### src/rtl/mux16_rr_arbiter_if.sv
// rtl/mux16_rr_arbiter_if.sv - request/data/grant bundle for the 16:1 round-robin mux arbiter
interface mux16_rr_arbiter_if;
    logic [15:0] req;
    logic [15:0] in;
    logic [15:0] grant;
    logic [3:0]  sel;
    logic        valid;
    logic        out;

    modport master (
        output req,
        output in,
        input  grant,
        input  sel,
        input  valid,
        input  out
    );

    modport slave (
        input  req,
        input  in,
        output grant,
        output sel,
        output valid,
        output out
    );
endinterface

### src/rtl/mux16_rr_arbiter.sv
// rtl/mux16_rr_arbiter.sv - 16-way round-robin arbiter driving a shared 16:1 mux; MUX16_ARB_TIMEOUT_EN enables the MAX_HOLD grant limit
module mux16_rr_arbiter #(
    parameter int MAX_HOLD = 8
) (
    input  logic               clk,
    input  logic               rst,
    mux16_rr_arbiter_if.slave  bus
);

    typedef enum logic {
        IDLE  = 1'b0,
        GRANT = 1'b1
    } state_t;

`ifdef MUX16_ARB_TIMEOUT_EN
    localparam bit TIMEOUT_ON = 1'b1;
`else
    localparam bit TIMEOUT_ON = 1'b0;
`endif

    localparam logic [4:0] HOLD_LAST = 5'(MAX_HOLD - 1);

    state_t      state, state_n;
    logic [3:0]  ptr, ptr_n;
    logic [3:0]  sel_q, sel_n;
    logic [15:0] grant_q, grant_n;
    logic        valid_q, valid_n;
    logic [4:0]  hold_cnt, hold_n;

    logic [3:0]  win;
    logic [3:0]  idx;
    logic        found;
    logic [4:0]  hold_inc;
    logic        release_now;

    // Scan from ptr in wrap order; the first set request wins.
    always_comb begin
        win   = ptr;
        idx   = ptr;
        found = 1'b0;
        for (int k = 0; k < 16; k++) begin
            idx = ptr + 4'(k);
            if (!found && bus.req[idx]) begin
                win   = idx;
                found = 1'b1;
            end
        end
    end

    assign hold_inc    = (hold_cnt == 5'd31) ? hold_cnt : hold_cnt + 5'd1;
    assign release_now = !bus.req[sel_q] || (TIMEOUT_ON && (hold_cnt == HOLD_LAST));

    always_comb begin
        state_n = state;
        ptr_n   = ptr;
        sel_n   = sel_q;
        grant_n = grant_q;
        valid_n = valid_q;
        hold_n  = hold_cnt;
        case (state)
            IDLE: begin
                if (bus.req != 16'h0000) begin
                    state_n = GRANT;
                    sel_n   = win;
                    grant_n = 16'b1 << win;
                    valid_n = 1'b1;
                    hold_n  = 5'd0;
                end
            end
            GRANT: begin
                hold_n = hold_inc;
                // Release always passes through IDLE so grants never switch back-to-back.
                if (release_now) begin
                    state_n = IDLE;
                    grant_n = 16'h0000;
                    valid_n = 1'b0;
                    ptr_n   = sel_q + 4'd1;
                end
            end
            default: begin
                state_n = IDLE;
                grant_n = 16'h0000;
                valid_n = 1'b0;
            end
        endcase
    end

    always_ff @(posedge clk or posedge rst) begin
        if (rst) begin
            state    <= IDLE;
            ptr      <= 4'd0;
            sel_q    <= 4'd0;
            grant_q  <= 16'h0000;
            valid_q  <= 1'b0;
            hold_cnt <= 5'd0;
        end else begin
            state    <= state_n;
            ptr      <= ptr_n;
            sel_q    <= sel_n;
            grant_q  <= grant_n;
            valid_q  <= valid_n;
            hold_cnt <= hold_n;
        end
    end

    assign bus.grant = grant_q;
    assign bus.sel   = sel_q;
    assign bus.valid = valid_q;
    assign bus.out   = valid_q ? bus.in[sel_q] : 1'b0;

endmodule

### src/flat_wrapper.sv
// flat-port wrapper written by rule: the top's interface ports become plain ports
module mux16_rr_arbiter_flat 
#(
    parameter int MAX_HOLD = 8
)
  (clk, rst, bus_req, bus_in, bus_grant, bus_sel, bus_valid, bus_out);
  mux16_rr_arbiter_if bus_i ();
  input  logic clk;
  input  logic rst;
  input wire logic [$bits(bus_i.req)-1:0] bus_req;
  input wire logic [$bits(bus_i.in)-1:0] bus_in;
  output wire logic [$bits(bus_i.grant)-1:0] bus_grant;
  output wire logic [$bits(bus_i.sel)-1:0] bus_sel;
  output wire logic [$bits(bus_i.valid)-1:0] bus_valid;
  output wire logic [$bits(bus_i.out)-1:0] bus_out;
  assign bus_i.req = bus_req;
  assign bus_i.in = bus_in;
  assign bus_grant = bus_i.grant;
  assign bus_sel = bus_i.sel;
  assign bus_valid = bus_i.valid;
  assign bus_out = bus_i.out;
  mux16_rr_arbiter #(.MAX_HOLD(MAX_HOLD)) u_core (.clk(clk), .rst(rst), .bus(bus_i));
endmodule
### config.mk
export PLATFORM = sky130hd
export DESIGN_NAME = mux16_rr_arbiter_flat
export DESIGN_NICKNAME = d
export VERILOG_FILES = /design/src/rtl/mux16_rr_arbiter_if.sv /design/src/rtl/mux16_rr_arbiter.sv /design/src/flat_wrapper.sv
export SDC_FILE = /design/constraint.sdc
export NUM_CORES = 1
export LEC_CHECK = 0
export CORE_AREA = 2 2 98 100
export CTS_BUF_LIST = sky130_fd_sc_hd__clkbuf_4 sky130_fd_sc_hd__clkbuf_8
export DETAILED_ROUTE_END_ITERATION = 8
export DIE_AREA = 0 0 100 102
export PLACE_DENSITY_LB_ADDON = 0.15
export SYNTH_ARGS = -nofsm -noshare
export SYNTH_HDL_FRONTEND = slang
export SYNTH_SLANG_ARGS = --single-unit
### constraint.sdc
create_clock -name clk -period 5.8 [get_ports clk]
set_input_delay 1.45 -clock clk [delete_from_list [all_inputs] [get_ports clk]]
set_output_delay 1.45 -clock clk [all_outputs]
set_load 0.05 [all_outputs]
==> out/results.txt, run 1 <==
outcome = finished, final reports clean
Die W = 100 um
Boundary Pins = 56
final period utilization = 91.1%
gp weighted congestion = 0.934
Slew Viols, Final = 0
async set-or-reset flop fraction in the synthesized netlist = 100%
TritonCTS clock tree = done
Hold Path Class = flip-flop to flip-flop
drt initial violations = 327
Worst-Skew Late Latency = 0.28 ns
mapped cell area = 3980 um2
post-synthesis sequential area ratio = 16.4%
max incr delay on CP = 0.62 ns
Nets = 506
Slew HR = 5.86%
DRC errors left = 0
worst r2r path cells = 12
Synth Net Count = 462
max cap viols = 0
Mean Syn Cell Area = 9.47 um2
# rows = 35
GRT Util Overall = 25.3%
pin count of the biggest net entering global routing = 28
CP endpoint kind = flip-flop
Std-Cell Core Area = 9110 um2
#FFs+latches synth = 26
Final Skew = 0.0102 ns
# hold bufs at CTS = 0
worst-path cell chain = clkdlybuf4s50_1, mux4_2, mux4_2, inv_2, nand4b_1, or4_1, nor3_2, nand2_1, a21oi_1, nand2_1, a41o_1
Area Growth Syn to Fin = 17.9%
Netlist cell types = 66
commonest non-fill, non-tap cell in the layout = clkdlybuf4s50_1
First-pass DRT Iterations = 5
initial antenna violation count = 0
Post-synth EDFFs = 0
GRT overflow = 0
WP data arrival = 5.44 ns
Mapped Cells = 420
n_diodes = 0
vias in the first global route = 3779
worst path required time = 5.96 ns
top layer in use = met4
wire length of the first global-routing pass = 20400 um
full die area = 10200 um2
final setup violation count = 0
Routed Antenna Nets = 0
share of cells above drive strength 1 = 18.4%
H-tree depth reported by CTS = 1
Worst Path Max Fanout = 9
metal2 WL = 5950 um
TritonCTS Sinks = 26
post-cts resize count = 0
final hold violations = 0
Via density = 6.82
Setup Crit Path Kind = primary input to flip-flop
Synthesis Warnings = 0
WHS Path Cells = 2
commonest cells after routing, fill and taps aside = 55 x clkdlybuf4s50_1, 39 x mux4_2, 38 x nand2_1
clock buffer depth = 2
final worst path period need = 5.28 ns
Port Buffer Count = 55
met3 routed WL = 1020 um
CTS clk-pin slew, worst paths = 0.09 ns
RSZ-0062 raised after global routing = no
dpl hpwl = 9580 um
Fmax = 189 MHz
CP max stage cell = or4_1
Slew @ Worst Pin = 1.40 ns
Num CTS Buffers = 3
Setup Fix Bufs, Post-CTS = 0
root buffer cell = clkbuf_8
via count = 3917
Setup crit start kind = primary input
chip height = 102 um
Initial Utilization = 43.7%
setup TNS = 0 ns
M1 wire length = 5380 um
Main synth FF type = dfrtp_1
DRT Wirelength = 12700 um
wire length per cell = 22.1 um
[critical path, delay by kind of cell]
family	cells	cell delay [ns]
buf+inv	2	0.72
mux	2	1.17
compound gates	2	0.67
simple gates	5	1.43
[Yosys cell counts, types with 5 or more instances]
cell type,number,share of area [%]
mux4_2,39,22
nand2_1,38,3.6
mux2i_1,32,8.1
dfrtp_1,26,16
nor2_1,23,2.2
a21oi_1,20,2.5
mux2_2,20,5.7
o21ai_0,15,1.9
nand3_1,13,1.6
inv_1,12,1.1
xnor2_1,12,2.6
clkbuf_1,11,1.0
buf_2,10,1.3
and3_1,9,1.4
o31ai_1,9,1.7
ha_1,8,2.5
a31oi_1,7,1.1
and2_1,7,1.1
a21o_1,5,0.94
a32o_1,5,1.3
nand2b_1,5,0.79
nor2b_1,5,0.79
nor3_1,5,0.63
o22ai_1,5,0.79
[through the flow]
stage | instances | area (um2) | hold slack [ns] | setup WS, ns | util [%]
detailed placement | 570 | 4620 | 0.468 | 0.274 | 50.7
global placement | 570 | 4620 | 0.471 | 0.322 | 50.7
floorplan | 420 | 3980 | 0.468 | 0.865 | -
global route | 574 | 4690 | 0.511 | 0.354 | 51.5
CTS | 574 | 4690 | 0.490 | 0.560 | 51.5
finish | 574 | 4690 | 0.485 | 0.518 | 51.5
[worst paths after layout]
path	from	end	slack [ns]
max	bus_req[12]	u_core.bus.grant[14]$_DFFE_PP0P_	0.52
min	u_core.bus.grant[2]$_DFFE_PP0P_	u_core.bus.grant[2]$_DFFE_PP0P_	0.48
max reg2reg	u_core.ptr[2]$_DFFE_PP0P_	u_core.bus.grant[14]$_DFFE_PP0P_	0.79
min reg2reg	u_core.bus.grant[2]$_DFFE_PP0P_	u_core.bus.grant[2]$_DFFE_PP0P_	0.48
max in group asynchronous	rst	u_core.bus.grant[13]$_DFFE_PP0P_	3.51
min in group asynchronous	rst	u_core.bus.grant[10]$_DFFE_PP0P_	1.69
[sequential cells by signal (all words and copies together), names as in the netlist]
name              count
u_core.state          1
u_core.bus.grant     16
u_core.bus.valid      1
u_core.ptr            4
u_core.bus.sel        4
[final cells by class]
class	instances	area [um2]
clock buffer	3	41.3
clock inverter	1	30.0
fill	869	4420
inverter	15	56.3
multi-input combinational	352	3140
sequential	26	651
tap	111	139
timing repair buffer	66	633
[routing by layer]
layer  vias to the layer above  track usage, %
li1                       1747               -
met1                      1920            34.9
met2                       213            41.8
met3                        37            3.83
met4                         0            7.06
met5                         -               0
[cells by family (layout without fill, tap and decap cells)]
logic type / after synthesis / in the layout / share of synthesized area [%]
flops: 26 / 26 / 16.4
fa+ha+maj: 8 / 8 / 2.52
buf+inv: 42 / 85 / 4.75
mux: 96 / 96 / 37.5
simple gates: 120 / 120 / 15.2
xor+xnor: 16 / 16 / 3.71
compound gates: 112 / 112 / 20.0
Power of run 1 is left out: the tool's default activity adds up to more than one toggle a clock period on the data nets, which glitch-free logic cannot reach.
==> inputs of run 2 (changes only) <==
- CORE_AREA: 2 2 98 100 -> 2 2 88 90
- DIE_AREA: 0 0 100 102 -> 0 0 90 92
==> out/results.txt, run 2 (synthesized netlist as in run 1, its figures left out) <==
CTS clk-pin slew, worst paths = 0.09 ns (about the same)
Setup Crit Path Kind = primary input to flip-flop (unchanged)
DP Area = 4620 um2 (about the same)
final hold violations = 0 (unchanged)
full die area = 8280 um2 (was 10200 um2)
max cap viols = 0 (unchanged)
Boundary Pins = 56 (unchanged)
worst-path cell chain = clkdlybuf4s50_1, mux4_2, mux4_2, inv_2, nand4b_1, or4_1, nor3_2, a22oi_1, a21oi_1, a32o_1 (was clkdlybuf4s50_1, mux4_2, mux4_2, inv_2, nand4b_1, or4_1, nor3_2, nand2_1, a21oi_1, nand2_1, a41o_1)
max incr delay on CP = 0.70 ns (was 0.62 ns)
wire length of the first global-routing pass = 19800 um (was 20400 um)
Routed Antenna Nets = 0 (unchanged)
# rows = 32 (was 35)
Num CTS Buffers = 3 (unchanged)
Die W = 90 um (was 100 um)
Setup crit start kind = primary input (unchanged)
GRT overflow = 0 (unchanged)
Std-Cell Core Area = 7450 um2 (was 9110 um2)
final instance area = 4690 um2 (about the same)
Port Buffer Count = 55 (unchanged)
Initial Utilization = 53.4% (was 43.7%)
pin count of the biggest net entering global routing = 28 (unchanged)
GRT Util Overall = 29.5% (was 25.3%)
Setup Fix Bufs, Post-CTS = 0 (unchanged)
final setup violation count = 0 (unchanged)
commonest non-fill, non-tap cell in the layout = clkdlybuf4s50_1 (unchanged)
top cell family by delay on the critical path = multiplexers (was simple AND/OR/NAND/NOR gates)
Area Growth Syn to Fin = 18.0% (was 17.9%)
worst path required time = 6.02 ns (was 5.96 ns)
Buf/Inv on CP = 2 (unchanged)
Slew Viols, Final = 0 (unchanged)
clock buffer depth = 2 (unchanged)
Hold Path Class = flip-flop to flip-flop (unchanged)
root buffer cell = clkbuf_8 (unchanged)
hold_ws = 0.494 ns (was 0.485 ns)
final worst path period need = 5.23 ns (was 5.28 ns)
Fmax = 191 MHz (was 189 MHz)
max reg flops = 16 (unchanged)
Worst Path Max Fanout = 9 (unchanged)
vias in the first global route = 3795 (was 3779)
CP max stage cell = a21oi_1 (was or4_1)
WP data arrival = 5.45 ns (was 5.44 ns)
Worst-Skew Late Latency = 0.28 ns (about the same)
most used cell, CP = mux4_2
commonest cells after routing, fill and taps aside = 55 x clkdlybuf4s50_1, 39 x mux4_2, 38 x nand2_1 (unchanged)
chip height = 92 um (was 102 um)
TritonCTS clock tree = done (unchanged)
setup TNS = 0 ns (unchanged)
Filler Cell Count = 659 (was 869)
dpl hpwl = 9160 um (was 9580 um)
Nets = 508 (was 506)
n_diodes = 0 (unchanged)
final period utilization = 90.2% (was 91.1%)
Via density = 6.98 (was 6.82)
First-pass DRT Iterations = 5 (unchanged)
initial antenna violation count = 0 (unchanged)
post-cts resize count = 0 (unchanged)
drt initial violations = 379 (was 327)
# hold bufs at CTS = 0 (unchanged)
TritonCTS Sinks = 26 (unchanged)
CP endpoint kind = flip-flop (unchanged)
DRT Wirelength = 12100 um (was 12700 um)
via count = 3959 (was 3917)
DRC errors left = 0 (unchanged)
wire length per cell = 21.3 um (was 22.1 um)
gp weighted congestion = 0.934 (about the same)
outcome = finished, final reports clean (unchanged)
H-tree depth reported by CTS = 1 (unchanged)
Slew @ Worst Pin = 0.970 ns (was 1.40 ns)
RSZ-0062 raised after global routing = no (unchanged)
share of cells above drive strength 1 = 18.7% (was 18.4%)
Slew HR = 35.3% (was 5.86%)
Final Skew = 0.00167 ns (was 0.0102 ns)
## run 2: worst paths after layout
kind / cells past startpoint / slack, ns / start / to
min: 2 / 0.49 / u_core.bus.grant[7]$_DFFE_PP0P_ / u_core.bus.grant[7]$_DFFE_PP0P_
max: 10 / 0.57 / bus_req[4] / u_core.bus.grant[8]$_DFFE_PP0P_
max in group asynchronous: 2 / 3.52 / rst / u_core.bus.grant[10]$_DFFE_PP0P_
min reg2reg: 2 / 0.49 / u_core.bus.grant[7]$_DFFE_PP0P_ / u_core.bus.grant[7]$_DFFE_PP0P_
max reg2reg: 12 / 0.92 / u_core.ptr[1]$_DFFE_PP0P_ / u_core.bus.grant[8]$_DFFE_PP0P_
min in group asynchronous: 2 / 1.69 / rst / u_core.bus.sel[1]$_DFFE_PP0P_
## run 2: per-layer routing
metal | global-route usage [%] | up-vias | wire (um)
met5 | 0 | - | 0
met4 | 10.1 | 0 | 390
met3 | 5.18 | 45 | 1120
met2 | 46.2 | 236 | 5700
met1 | 41.5 | 1922 | 4860
li1 | - | 1756 | -
## run 2: worst reg2reg max path: cells and delay by family (launching register included)
family	cells	cell delay, ns
adders and majority gates	1	0.82
and+or+nand+nor	3	1.09
DFF	1	0.37
buffers and inverters	2	0.50
muxes	3	0.91
AOI/OAI and AO/OA	3	1.14
## run 2: area by class of cell
type                       instances  area (um2)  area share (%)
tap                              102         128            2.72
inverter                          15        56.3            1.20
multi-input combinational        352        3140            66.9
clock inverter                     1        30.0           0.640
clock buffer                       3        41.3           0.880
timing repair buffer              68         648            13.8
sequential                        26         651            13.9
## run 2: per-stage QoR
stage,utilization (%),instances,worst slack (ns)
6_report,63.0,567,0.568
5_1_grt,63.0,567,0.354
4_1_cts,63.0,567,0.623
3_5_place_dp,62.1,563,0.341
3_3_place_gp,62.1,563,0.405
2_1_floorplan,-,420,0.865
Power of run 2 is left out for the same reason.
==> inputs of run 3 (changes only) <==
- ABC_AREA: not set -> 1
- ABC_CLOCK_PERIOD_IN_PS: not set -> 5800
- CORE_AREA: 2 2 88 90 -> 2 2 87 89
- DIE_AREA: 0 0 90 92 -> 0 0 89 91
==> out/results.txt, run 3 <==
outcome = finished, final reports clean (unchanged)
synth top area cells = nand2_1 22%, dfrtp_1 19%, nand3_1 14% (was mux4_2 22%, dfrtp_1 16%, mux2i_1 8.1%)
share of cells above drive strength 1 = 11.0% (was 18.7%)
DRC errors left = 0 (unchanged)
Slew @ Worst Pin = 0.966 ns (was 0.970 ns)
Setup Fix Bufs, Post-CTS = 0 (unchanged)
min-delay src = u_core.state$_DFF_PP0_ (was u_core.bus.grant[7]$_DFFE_PP0P_)
top layer in use = met4 (unchanged)
top cell family by delay on the critical path = buffers and inverters (was multiplexers)
Routed Antenna Nets = 0 (unchanged)
final worst path period need = 4.71 ns (was 5.23 ns)
Final Skew = 0.00169 ns (was 0.00167 ns)
Area Growth Syn to Fin = 17.3% (was 18.0%)
Port Buffer Count = 55 (unchanged)
chip height = 91 um (was 92 um)
Std-Cell Core Area = 7140 um2 (was 7450 um2)
Fmax = 212 MHz (was 191 MHz)
M1 wire length = 4460 um (was 4860 um)
Synth Net Count = 620 (was 462)
final period utilization = 81.1% (was 90.2%)
r2r setup slk = 1.19 ns (was 0.92 ns)
synth cell count leaders = 202 x nand2_1, 95 x nand3_1, 51 x inv_1, 32 x o21ai_0, 27 x nor2_1 (was 39 x mux4_2, 38 x nand2_1, 32 x mux2i_1, 26 x dfrtp_1, 23 x nor2_1)
gp weighted congestion = 0.915 (was 0.934)
max reg flops = 16 (unchanged)
WP data arrival = 3.26 ns (was 5.45 ns)
CP endpoint kind = output pin (was flip-flop)
H-tree depth reported by CTS = 1 (unchanged)
CTS clk-pin slew, worst paths = 0.08 ns (was 0.09 ns)
Netlist cell types = 40 (was 66)
Mapped Cells = 578 (was 420)
WHS Path Cells = 2 (unchanged)
Main synth FF type = dfrtp_1 (unchanged)
commonest non-fill, non-tap cell in the layout = nand2_1 (was clkdlybuf4s50_1)
worst r2r path cells = 32 (was 12)
Worst Path Max Fanout = 1 (was 9)
Setup Crit Path Kind = primary input to output pin (was primary input to flip-flop)
Via density = 5.43 (was 6.98)
drt initial violations = 388 (was 379)
vias in the first global route = 3663 (was 3795)
n_diodes = 0 (unchanged)
async set-or-reset flop fraction in the synthesized netlist = 100% (unchanged)
wire length of the first global-routing pass = 16600 um (was 19800 um)
post-synthesis sequential area ratio = 18.5% (was 16.4%)
setup TNS = 0 ns (unchanged)
Setup crit start kind = primary input (unchanged)
Nets = 663 (was 508)
# rows = 31 (was 32)
Num CTS Buffers = 3 (unchanged)
mapped cell area = 3510 um2 (was 3980 um2)
max incr delay on CP = 0.82 ns (was 0.70 ns)
GRT overflow = 0 (unchanged)
post-cts resize count = 0 (unchanged)
dpl hpwl = 7610 um (was 9160 um)
final hold violations = 0 (unchanged)
clock buffer depth = 2 (unchanged)
via count = 3896 (was 3959)
RSZ-0062 raised after global routing = no (unchanged)
met3 routed WL = 437 um (was 1120 um)
First-pass DRT Iterations = 7 (was 5)
Worst-Skew Late Latency = 0.26 ns (was 0.28 ns)
final setup violation count = 0 (unchanged)
initial antenna violation count = 0 (unchanged)
root buffer cell = clkbuf_8 (unchanged)
full die area = 8100 um2 (was 8280 um2)
# hold bufs at CTS = 0 (unchanged)
wire length per cell = 13.7 um (was 21.3 um)
Die W = 89 um (was 90 um)
CP max stage cell = clkdlybuf4s50_1 (was a21oi_1)
Slew Viols, Final = 0 (unchanged)
DRT Wirelength = 9860 um (was 12100 um)
Post-synth EDFFs = 0 (unchanged)
max cap viols = 0 (unchanged)
worst-path cell chain = clkdlybuf4s50_1, o21ai_0, o221ai_1, nand3_1, a21oi_1, clkdlybuf4s50_1 (was clkdlybuf4s50_1, mux4_2, mux4_2, inv_2, nand4b_1, or4_1, nor3_2, a22oi_1, a21oi_1, a32o_1)
worst r2r src = u_core.ptr[1]$_DFFE_PP0P_ (unchanged)
Slew HR = 35.5% (was 35.3%)
Buf/Inv on CP = 2 (unchanged)
worst path required time = 4.35 ns (was 6.02 ns)
Synthesis Warnings = 0 (unchanged)
Boundary Pins = 56 (unchanged)
commonest cells after routing, fill and taps aside = 202 x nand2_1, 95 x nand3_1, 55 x clkdlybuf4s50_1 (was 55 x clkdlybuf4s50_1, 39 x mux4_2, 38 x nand2_1)
GRT Util Overall = 25.2% (was 29.5%)
FF-to-FF End = u_core.bus.grant[1]$_DFFE_PP0P_ (was u_core.bus.grant[8]$_DFFE_PP0P_)
Hold Path Class = flip-flop to flip-flop (unchanged)
pin count of the biggest net entering global routing = 27 (was 28)
most used cell, CP = clkdlybuf4s50_1 (was mux4_2)
post-synth top area share = 21.6% (was 22.1%)
most area-hungry cell type in the Yosys netlist = nand2_1 (was mux4_2)
count leader, synth = nand2_1 (was mux4_2)
metal2 WL = 4710 um (was 5700 um)
TritonCTS clock tree = done (unchanged)
#FFs+latches synth = 26 (unchanged)
Mean Syn Cell Area = 6.08 um2 (was 9.47 um2)
TritonCTS Sinks = 26 (unchanged)
Hold Crit Endpoint = u_core.state$_DFF_PP0_ (was u_core.bus.grant[7]$_DFFE_PP0P_)
Initial Utilization = 49.2% (was 53.4%)
[run 3: cell types whose count changed after synthesis, moves of 10 or more]
cell,previous run,this run
nand2_1,38,202
nand3_1,13,95
inv_1,12,51
mux4_2,39,0
mux2i_1,32,0
mux2_2,20,0
o21ai_0,15,32
nand2_2,0,12
nand4_1,2,14
nand3_2,0,11
xnor2_1,12,1
a21oi_1,20,10
[run 3: tightest hold or removal path, delay by kind of cell, from the launching register on]
kind	cells	cell delay, ns
simple gates	2	0.10
flops	1	0.35
[run 3: layout make-up]
| cell class | instances | area (um2) |
|---|---|---|
| fillers | 709 | 3020 |
| multi-input cells | 469 | 2500 |
| flip-flops and latches | 26 | 651 |
| repair buffers | 56 | 558 |
| inverters | 65 | 251 |
| well taps | 99 | 124 |
| clock buffers | 3 | 41.3 |
[run 3: stage by stage]
| step | cell area (um2) | setup WS (ns) | cells | utilization, % | hold WS, ns |
|---|---|---|---|---|---|
| after floorplan | 3510 | 1.78 | 578 | - | 0.442 |
| after global placement | 4080 | 1.11 | 715 | 57.2 | 0.458 |
| after detailed placement | 4080 | 1.10 | 715 | 57.2 | 0.458 |
| after CTS | 4120 | 1.09 | 718 | 57.7 | 0.479 |
| after global routing | 4120 | 0.711 | 718 | 57.7 | 0.514 |
| final | 4120 | 1.09 | 718 | 57.7 | 0.480 |
[run 3: routing by layer]
layer / global-route usage, % / vias to the layer above
li1: - / 1983
met3: 1.36 / 22
met2: 42.9 / 135
met5: 0 / -
met4: 6.72 / 0
met1: 34.3 / 1756
[run 3: worst max-delay path by stage]
stage	depth (start not counted)	startpoint	slack (ns)	end
final	6	bus_in[2]	1.09	bus_out
after global routing	33	u_core.ptr[1]$_DFFE_PP0P_	0.71	u_core.bus.grant[1]$_DFFE_PP0P_
after CTS	6	bus_in[6]	1.09	bus_out
after detailed placement	6	bus_in[2]	1.10	bus_out
after global placement	6	bus_in[6]	1.11	bus_out
after floorplan	4	bus_in[14]	1.78	bus_out
[run 3: logic make-up (layout without fill, tap and decap cells)]
logic type      after synthesis  count (layout)  share of synthesized area, %
simple gates                385             385                          53.7
fa+ha+maj                     8               8                          2.85
xor+xnor                      8               8                          2.96
flops                        26              26                          18.5
buf+inv                      83             124                          10.4
compound gates               68              68                          11.6
Power of run 3 is left out for the same reason.
